--- config.mk ---
export PLATFORM = sky130hd
export DESIGN_NAME = wm_sync_sink
export DESIGN_NICKNAME = d
export VERILOG_FILES = /design/src/rtl/wm_sync_sink.sv
export SDC_FILE = /design/constraint.sdc
export NUM_CORES = 1
export LEC_CHECK = 0
export CORE_UTILIZATION = 51
export CTS_BUF_LIST = sky130_fd_sc_hd__clkbuf_16
export DETAILED_ROUTE_END_ITERATION = 10
export PLACE_DENSITY_LB_ADDON = 0.05
export SYNTH_ARGS = -nofsm -noshare
export SYNTH_HDL_FRONTEND = slang
export SYNTH_SLANG_ARGS = --single-unit
--- constraint.sdc ---
create_clock -name clk -period 5.5 [get_ports clk]
set_input_delay 1.375 -clock clk [delete_from_list [all_inputs] [get_ports clk]]
set_output_delay 1.375 -clock clk [all_outputs]
set_load 0.005 [all_outputs]
--- src/rtl/wm_sync_sink.sv ---
// Credit-returning sink behind a two-input wait-merge stage: buffers merged
// bundles in a FWFT FIFO, splits them into their source fields, returns frees.
module wm_sync_sink #(
  parameter int unsigned DATA_WIDTH_I0 = 18,
  parameter int unsigned DATA_WIDTH_I1 = 32,
  parameter int unsigned DEPTH         = 4
) (
  input  logic                                   clk,
  input  logic                                   rst,
  input  logic                                   i_drive,
  input  logic [DATA_WIDTH_I0+DATA_WIDTH_I1-1:0] i_data,
  output logic                                   o_free,
  output logic                                   o_valid,
  output logic [DATA_WIDTH_I0-1:0]               o_data0,
  output logic [DATA_WIDTH_I1-1:0]               o_data1,
  input  logic                                   i_ready,
  output logic [$clog2(DEPTH):0]                 o_count,
  output logic                                   o_err
);

  localparam int unsigned DW = DATA_WIDTH_I0 + DATA_WIDTH_I1;
  localparam int unsigned PW = $clog2(DEPTH);
  localparam int unsigned CW = PW + 1;

  typedef enum logic [1:0] {
    S_READY = 2'd0,
    S_FREE  = 2'd1,
    S_HOLD  = 2'd2
  } state_t;

  state_t          state_q, state_d;
  logic [PW-1:0]   wr_ptr_q, wr_ptr_d;
  logic [PW-1:0]   rd_ptr_q, rd_ptr_d;
  logic [CW-1:0]   count_q, count_d;
  logic            valid_q, valid_d;
  logic            free_q, free_d;
  logic            err_q, err_d;
  logic [DW-1:0]   head_q, head_d;
  logic [DW-1:0]   mem_q [DEPTH];
  logic            push;
  logic            pop;

  // Only the credit holder's drive is accepted; anything else is dropped.
  assign push = (state_q == S_READY) & i_drive;
  assign pop  = valid_q & i_ready;

  // Next-state, pointer, occupancy and registered-head computation.
  always_comb begin
    state_d  = state_q;
    wr_ptr_d = wr_ptr_q + PW'(push);
    rd_ptr_d = rd_ptr_q + PW'(pop);
    count_d  = count_q + CW'(push) - CW'(pop);
    valid_d  = (count_d != '0);
    err_d    = err_q | (i_drive & (state_q != S_READY));
    head_d   = head_q;

    // The new head is the bundle being written when the write slot becomes rd_ptr.
    if (push && (wr_ptr_q == rd_ptr_d)) begin
      head_d = i_data;
    end else if (count_d != '0) begin
      head_d = mem_q[rd_ptr_d];
    end

    unique case (state_q)
      S_READY: begin
        if (push) begin
          state_d = (count_d < CW'(DEPTH)) ? S_FREE : S_HOLD;
        end
      end
      S_FREE:  state_d = S_READY;
      S_HOLD: begin
        if (pop) begin
          state_d = S_FREE;
        end
      end
      default: state_d = S_READY;
    endcase

    free_d = (state_d == S_FREE);
  end

  always_ff @(posedge clk) begin
    if (rst) begin
      state_q  <= S_READY;
      wr_ptr_q <= '0;
      rd_ptr_q <= '0;
      count_q  <= '0;
      valid_q  <= 1'b0;
      free_q   <= 1'b0;
      err_q    <= 1'b0;
      head_q   <= '0;
    end else begin
      state_q  <= state_d;
      wr_ptr_q <= wr_ptr_d;
      rd_ptr_q <= rd_ptr_d;
      count_q  <= count_d;
      valid_q  <= valid_d;
      free_q   <= free_d;
      err_q    <= err_d;
      head_q   <= head_d;
    end
  end

  // Storage array needs no reset; occupancy alone qualifies its contents.
  always_ff @(posedge clk) begin
    if (push) begin
      mem_q[wr_ptr_q] <= i_data;
    end
  end

  assign o_free  = free_q;
  assign o_valid = valid_q;
  assign o_count = count_q;
  assign o_err   = err_q;
  assign o_data0 = head_q[DATA_WIDTH_I0-1:0];
  assign o_data1 = head_q[DW-1:DATA_WIDTH_I0];

endmodule
==> impl_metrics.toml, run 1 <==
[cells_and_area]
layout.nets = 765
num_antenna_cells = 0
syn_to_final_growth_pct = 22.2
post-route-util_pct = 64.2
seq_area_um2 = 7250
multiInputGateArea_um2 = 2720
stdcell_area_um2 = 12600
drive_gt1_share_pct = 23.5
n_fill_cell = 1473

[sta]
worst_pin_slew_ns = 1.08
timing.hold.ws_ns = 0.484
finalSetupViolCount = 0
skew_ns = 0.00929
relSlewSlack_pct = 28.3
final_hold_viol_count = 0
finalCriticalPeriod_ns = 4.25
slew_violations = 0
setup_tns_ns = 0
rsz0062_at_grt = "false"
fmax_mhz = 235
post-route-period-util_pct = 77.3

[logic_synthesis]
synth_compound_area_share_pct = 10.2
ys.flop_type = "edfxtp_1"
syn-num-nets = 653
synth_fa_ha_area_share_pct = 0.558
seq_area_frac_synth_pct = 70.2
ys_types = 29
avgSynthCellArea_um2 = 17.3
synth_top_family_by_area = "multiplexers"
ys_top_cells_by_area = "edfxtp_1 (58%), dfxtp_1 (12%), mux4_2 (11%)"
yosysTopAreaCell = "edfxtp_1"
synth_edf_count = 200
netlist_instances = 595
syn_area_um2 = 10300
yosys.area_share.simple_pct = 3.13
synth_xor_area_share_pct = 0.800
async_flop_share_pct = 0
ys_warn_count = 0
synth.area.mux_share_pct = 10.9
synth_seq_cells = 262
synth_top_cell_area_share_pct = 58.2

[pwr]
p_sw_mw = 2.58
p_int_mw = 4.99
power_density_nw_per_um2 = 600
swShare_pct = 34.1
p_clk_share_pct = 24.0
pwr-share-seq_pct = 36.6
combinationalPowerShare_pct = 39.3
ir_drop_uv = 406
p_leak_nw = 4.36

[global_route]
grtUsageMet2_pct = 34.6
overflow = 0
grt_use_met1_pct = 28.0
grt_use_total_pct = 20.5
antenna_found_initial = 0
grt_max_degree = 63
gr-max-usage-layer = "met2"
grt_pass1_wl_um = 32000
grtUsageMet3_pct = 3.18
grt_pass1_vias = 5806

[cts]
cts.path.max_buffers = 3
cts_hold_buf = 0
cts_resized = 0
htree_levels = 1
root_buffer = "clkbuf_16"
clk_latency_ns = 0.53
clkTransAtPathRegs_ns = 0.06
cts_setup_buffers = 0
clkSinkCount = 262
cts_buffers = 27
cts_tree = "done"

[drt]
via_per_inst = 5.52
drt_iter0_drc = 359
post_drt_wl_per_cell_um = 20.2
ant_nets = 0
firstDrtPassIters = 4
vias = 5479
drt_wl_total_um = 20100
drc = 0

[floorplanning]
fp.dieH_um = 144
die_area_um2 = 20800
rows = 51
coreArea_um2 = 19700
initial_core_util_pct = 52.5
die_x_um = 144
io_pins = 110

[placement]
dpl.hpwl_um = 11800
place_area_um2 = 11700
globalplace.congestion = 0.689
io_buffers = 109

[worst_hold_path]
whs_path_depth = 2
min_path_type = "register to register"

[critical_path]
cp-start-kind = "input pin"
cp.required_ns = 5.93
crit_path_end_kind = "register"
worstRegToRegCells = 11
crit_fanout = 34
crit_arrival_ns = 4.68
critPathKind = "input pin to register"

[job]
cap_violations = 0

[status]
status = "finished clean"
sequential cells by signal (all words and copies together) (netlist names):
| name | count |
|---|---|
| head_q | 50 |
| mem_q | 200 |
| o_count | 3 |
| o_err | 1 |
| o_free | 1 |
| o_valid | 1 |
| rd_ptr_q | 2 |
| state_q | 2 |
| wr_ptr_q | 2 |
stage by stage:
stage	setup slack [ns]	instances	power (mW)
floorplan	0.987	595	4.90
global placement	0.826	943	5.77
detailed placement	0.723	943	5.85
CTS	1.27	993	7.67
global route	1.09	993	8.02
finish	1.25	993	7.56
layout make-up:
cell class | instances | area share, %
Clock buffer | 27 | 5.36
Clock inverter | 23 | 1.68
Inverter | 54 | 1.61
Multi-Input combinational cell | 239 | 21.5
Sequential cell | 262 | 57.4
Tap cell | 265 | 2.63
Timing Repair Buffer | 123 | 9.76
synth_stat cells, drive strengths merged (3+ instances only):
cell	instances
clkbuf	7
a21oi	52
nor3	5
edfxtp	200
nand2	53
mux4	50
ha	3
nor2b	5
nor2	8
dfxtp	62
buf	33
a221oi	50
inv	53
worst max-delay path: stages:
cell and delay, ns:
clkdlybuf4s50_1 0.47, or3b_4 0.43, clkinv_1 0.16, xnor2_1 0.14, ha_1 0.17, inv_1 0.05
fa_1 0.38, xor3_1 0.47, nor2_4 0.13, buf_4 0.45, a21oi_1 0.16, a221oi_2 0.28
cells by family (layout without fill, tap and decap cells):
group,Yosys count,count (layout)
flip-flops,262,262
adder cells (fa/ha/maj),4,4
AND/OR/NAND/NOR,75,75
multiplexers,50,50
AO/OA/AOI/OAI,104,104
XOR/XNOR,6,6
buffers and inverters,94,227
power by group through the flow:
stage	Combinational (mW)	Sequential [mW]	Clock, mW
after global placement	2.98	2.79	0
after detailed placement	3.04	2.82	0
final	2.98	2.77	1.82
after floorplan	2.10	2.80	0
after CTS	3.04	2.78	1.85
after global routing	3.28	2.81	1.92
layout by cell type, fill, tap and decap left out, drive strengths merged:
master and instances:
a21oi 52, a221oi 50, a22oi 1, and3 1, buf 15, bufinv 4, clkbuf 27, clkdlybuf4s50 108
clkinv 13, clkinvlp 1, dfxtp 62, edfxtp 200, fa 1, ha 3, inv 59, mux4 50
nand2 53, nand2b 1, nor2 8, nor2b 5, nor3 5, o21ai 1, or2 1, or3b 1
xnor2 2, xor2 2, xor3 2
per-layer routing:
layer / up-vias / part of all wire, %
li1: 2529 / -
met1: 2777 / 43
met2: 148 / 50
met3: 25 / 5.0
met4: 0 / 1.6
met5: - / 0
worst paths after layout:
check | from | endpoint | slack (ns)
worst max-delay path | i_drive | head_q[14]$_SDFFE_PP0P_ | 1.25
worst min-delay path | o_err$_SDFF_PP0_ | o_err$_SDFF_PP0_ | 0.48
worst max register to register | state_q[1]$_SDFF_PP0_ | head_q[14]$_SDFFE_PP0P_ | 2.22
worst min register to register | o_err$_SDFF_PP0_ | o_err$_SDFF_PP0_ | 0.48
No activity file was read; power rests on OpenSTA's default activity.
==> inputs of run 2 (changes only) <==
clock period = 3.9 ns   (was 5.5 ns; I/O delays follow)
==> run 2 against run 1 <==
Utilization rose by 0.68 points. Sequential share of layout area fell by 0.60 points. Hold slack barely moved. Critical endpoint is now head_q[2]$_SDFFE_PP0P_. Highest routed layer unchanged.
==> impl_metrics.toml, run 2 (synthesis results as in run 1) <==
[floorplanning]
rows = 51
coreArea_um2 = 19700
die_area_um2 = 20800
io_pins = 110
initial_core_util_pct = 52.5
fp.dieH_um = 144
die_x_um = 144

[cells_and_area]
seq_area_um2 = 7250
num_antenna_cells = 0
layout_common_cells = "edfxtp_1 (200), clkdlybuf4s50_1 (108), dfxtp_1 (62)"
layout.nets = 778
final_common_cell = "edfxtp_1"
syn_to_final_growth_pct = 23.5
stdcell_area_um2 = 12700
drive_gt1_share_pct = 24.6
n_fill_cell = 1429
top_register = "mem_q"
largest_register_ffs = 200
multiInputGateArea_um2 = 2720

[sta]
relSlewSlack_pct = 26.3
setup_tns_ns = 0
slew_violations = 0
skew_ns = 0.0122
finalSetupViolCount = 0
final_hold_viol_count = 0
worst_pin_slew_ns = 1.11
fmax_mhz = 289
post-route-period-util_pct = 88.8
setup_ws_ns = 0.436
rsz0062_at_grt = "false"
finalCriticalPeriod_ns = 3.46

[pwr]
power_density_nw_per_um2 = 858
p_clk_share_pct = 22.4
combinationalPowerShare_pct = 41.7
p_int_mw = 7.21
pwr-share-seq_pct = 35.9
p_sw_mw = 3.72
ir_drop_uv = 680
p_leak_nw = 4.45
swShare_pct = 34.1

[critical_path]
cp-start-kind = "input pin"
reg2reg_slack_ns = 1.01
crit_fanout = 31
critPathKind = "input pin to register"
slowest_stage = "clkdlybuf4s50_1"
worstRegToRegCells = 11
crit_path_end_kind = "register"
crit_arrival_ns = 3.81
cp.depth = 12
cp.required_ns = 4.25
critPathBufInv = 4
crit_chain = "clkdlybuf4s50_1 > or3b_4 > clkinv_1 > xnor2_1 > ha_1 > inv_1 > fa_1 > xor3_1 > or2_2 > buf_12 > nand2_1 > a221oi_2"
crit_family = "simple AND/OR/NAND/NOR gates"
slowest_delay_ns = 0.47

[global_route]
grt_use_total_pct = 21.5
overflow = 0
grt_pass1_vias = 6005
grt_max_degree = 63
grt_pass1_wl_um = 33400
antenna_found_initial = 0

[drt]
drt_iter0_drc = 314
via_per_inst = 5.61
firstDrtPassIters = 4
drt_wl_total_um = 21300
post_drt_wl_per_cell_um = 21.2
ant_nets = 0
drc = 0
vias = 5643

[cts]
cts.path.max_buffers = 3
clk_latency_ns = 0.52
cts_tree = "done"
cts_resized = 0
htree_levels = 1
cts_buffers = 27
clkTransAtPathRegs_ns = 0.06
clkSinkCount = 262
root_buffer = "clkbuf_16"
cts_hold_buf = 0
cts_setup_buffers = 0

[placement]
dp_slack_ns = -0.105
globalplace.congestion = 0.733
dpl.hpwl_um = 12800
io_buffers = 109
place_area_um2 = 11900

[worst_hold_path]
min_path_type = "register to register"
whs_path_depth = 2

[job]
cap_violations = 0

[status]
status = "finished clean"
-- run 2: changes by cell type in the layout (fill, tap and decap cells not counted), moves of 3 or more --
cell      previous run  this run
buf_12               3         9
buf_4               12        19
clkinv_1            10         7
inv_1               57        61
-- run 2: layer usage --
metal / global-route usage, % / vias to the layer above / routed length, um
met4: 4.82 / 0 / 253
met2: 37.6 / 125 / 11000
met3: 3.05 / 21 / 932
met5: 0 / - / 0
li1: - / 2552 / -
met1: 28.7 / 2945 / 9140
-- run 2: worst reg2reg max path: stages (launching register included) --
cell and delay [ns]:
dfxtp_1 0.33, or3b_4 0.40, clkinv_1 0.07, xnor2_1 0.11, ha_1 0.16, inv_1 0.05
fa_1 0.38, xor3_1 0.46, or2_2 0.36, buf_12 0.19, nand2_1 0.13, a221oi_2 0.06
-- run 2: power by group through the flow --
stage / logic, mW / registers [mW] / clock network [mW]
2_1_floorplan: 2.96 / 3.95 / 0
3_3_place_gp: 4.53 / 3.95 / 0
3_5_place_dp: 4.65 / 3.98 / 0
4_1_cts: 4.66 / 3.93 / 2.50
5_1_grt: 4.98 / 3.98 / 2.61
6_report: 4.56 / 3.92 / 2.45
-- run 2: path summary, 6_finish.rpt --
kind	startpoint	end
setup / recovery	i_drive	head_q[2]$_SDFFE_PP0P_
setup reg to reg	state_q[1]$_SDFF_PP0_	head_q[2]$_SDFFE_PP0P_
hold reg to reg	o_err$_SDFF_PP0_	o_err$_SDFF_PP0_
hold / removal	o_err$_SDFF_PP0_	o_err$_SDFF_PP0_
-- run 2: stage by stage --
step / power (mW) / util [%] / hold WS (ns) / std cells
detailed placement: 8.63 / 60.6 / 0.479 / 956
global placement: 8.48 / 60.6 / 0.484 / 956
CTS: 11.1 / 64.9 / 0.487 / 1005
global route: 11.6 / 64.9 / 0.505 / 1005
floorplan: 6.91 / - / 0.442 / 595
finish: 10.9 / 64.9 / 0.484 / 1005
-- run 2: cell type report --
cell class / instances / share of cell area (%)
clock buffers: 27 / 5.30
clock inverters: 22 / 1.35
inverters: 54 / 1.59
multi-input cells: 239 / 21.3
flip-flops and latches: 262 / 56.8
well taps: 265 / 2.60
repair buffers: 136 / 11.0
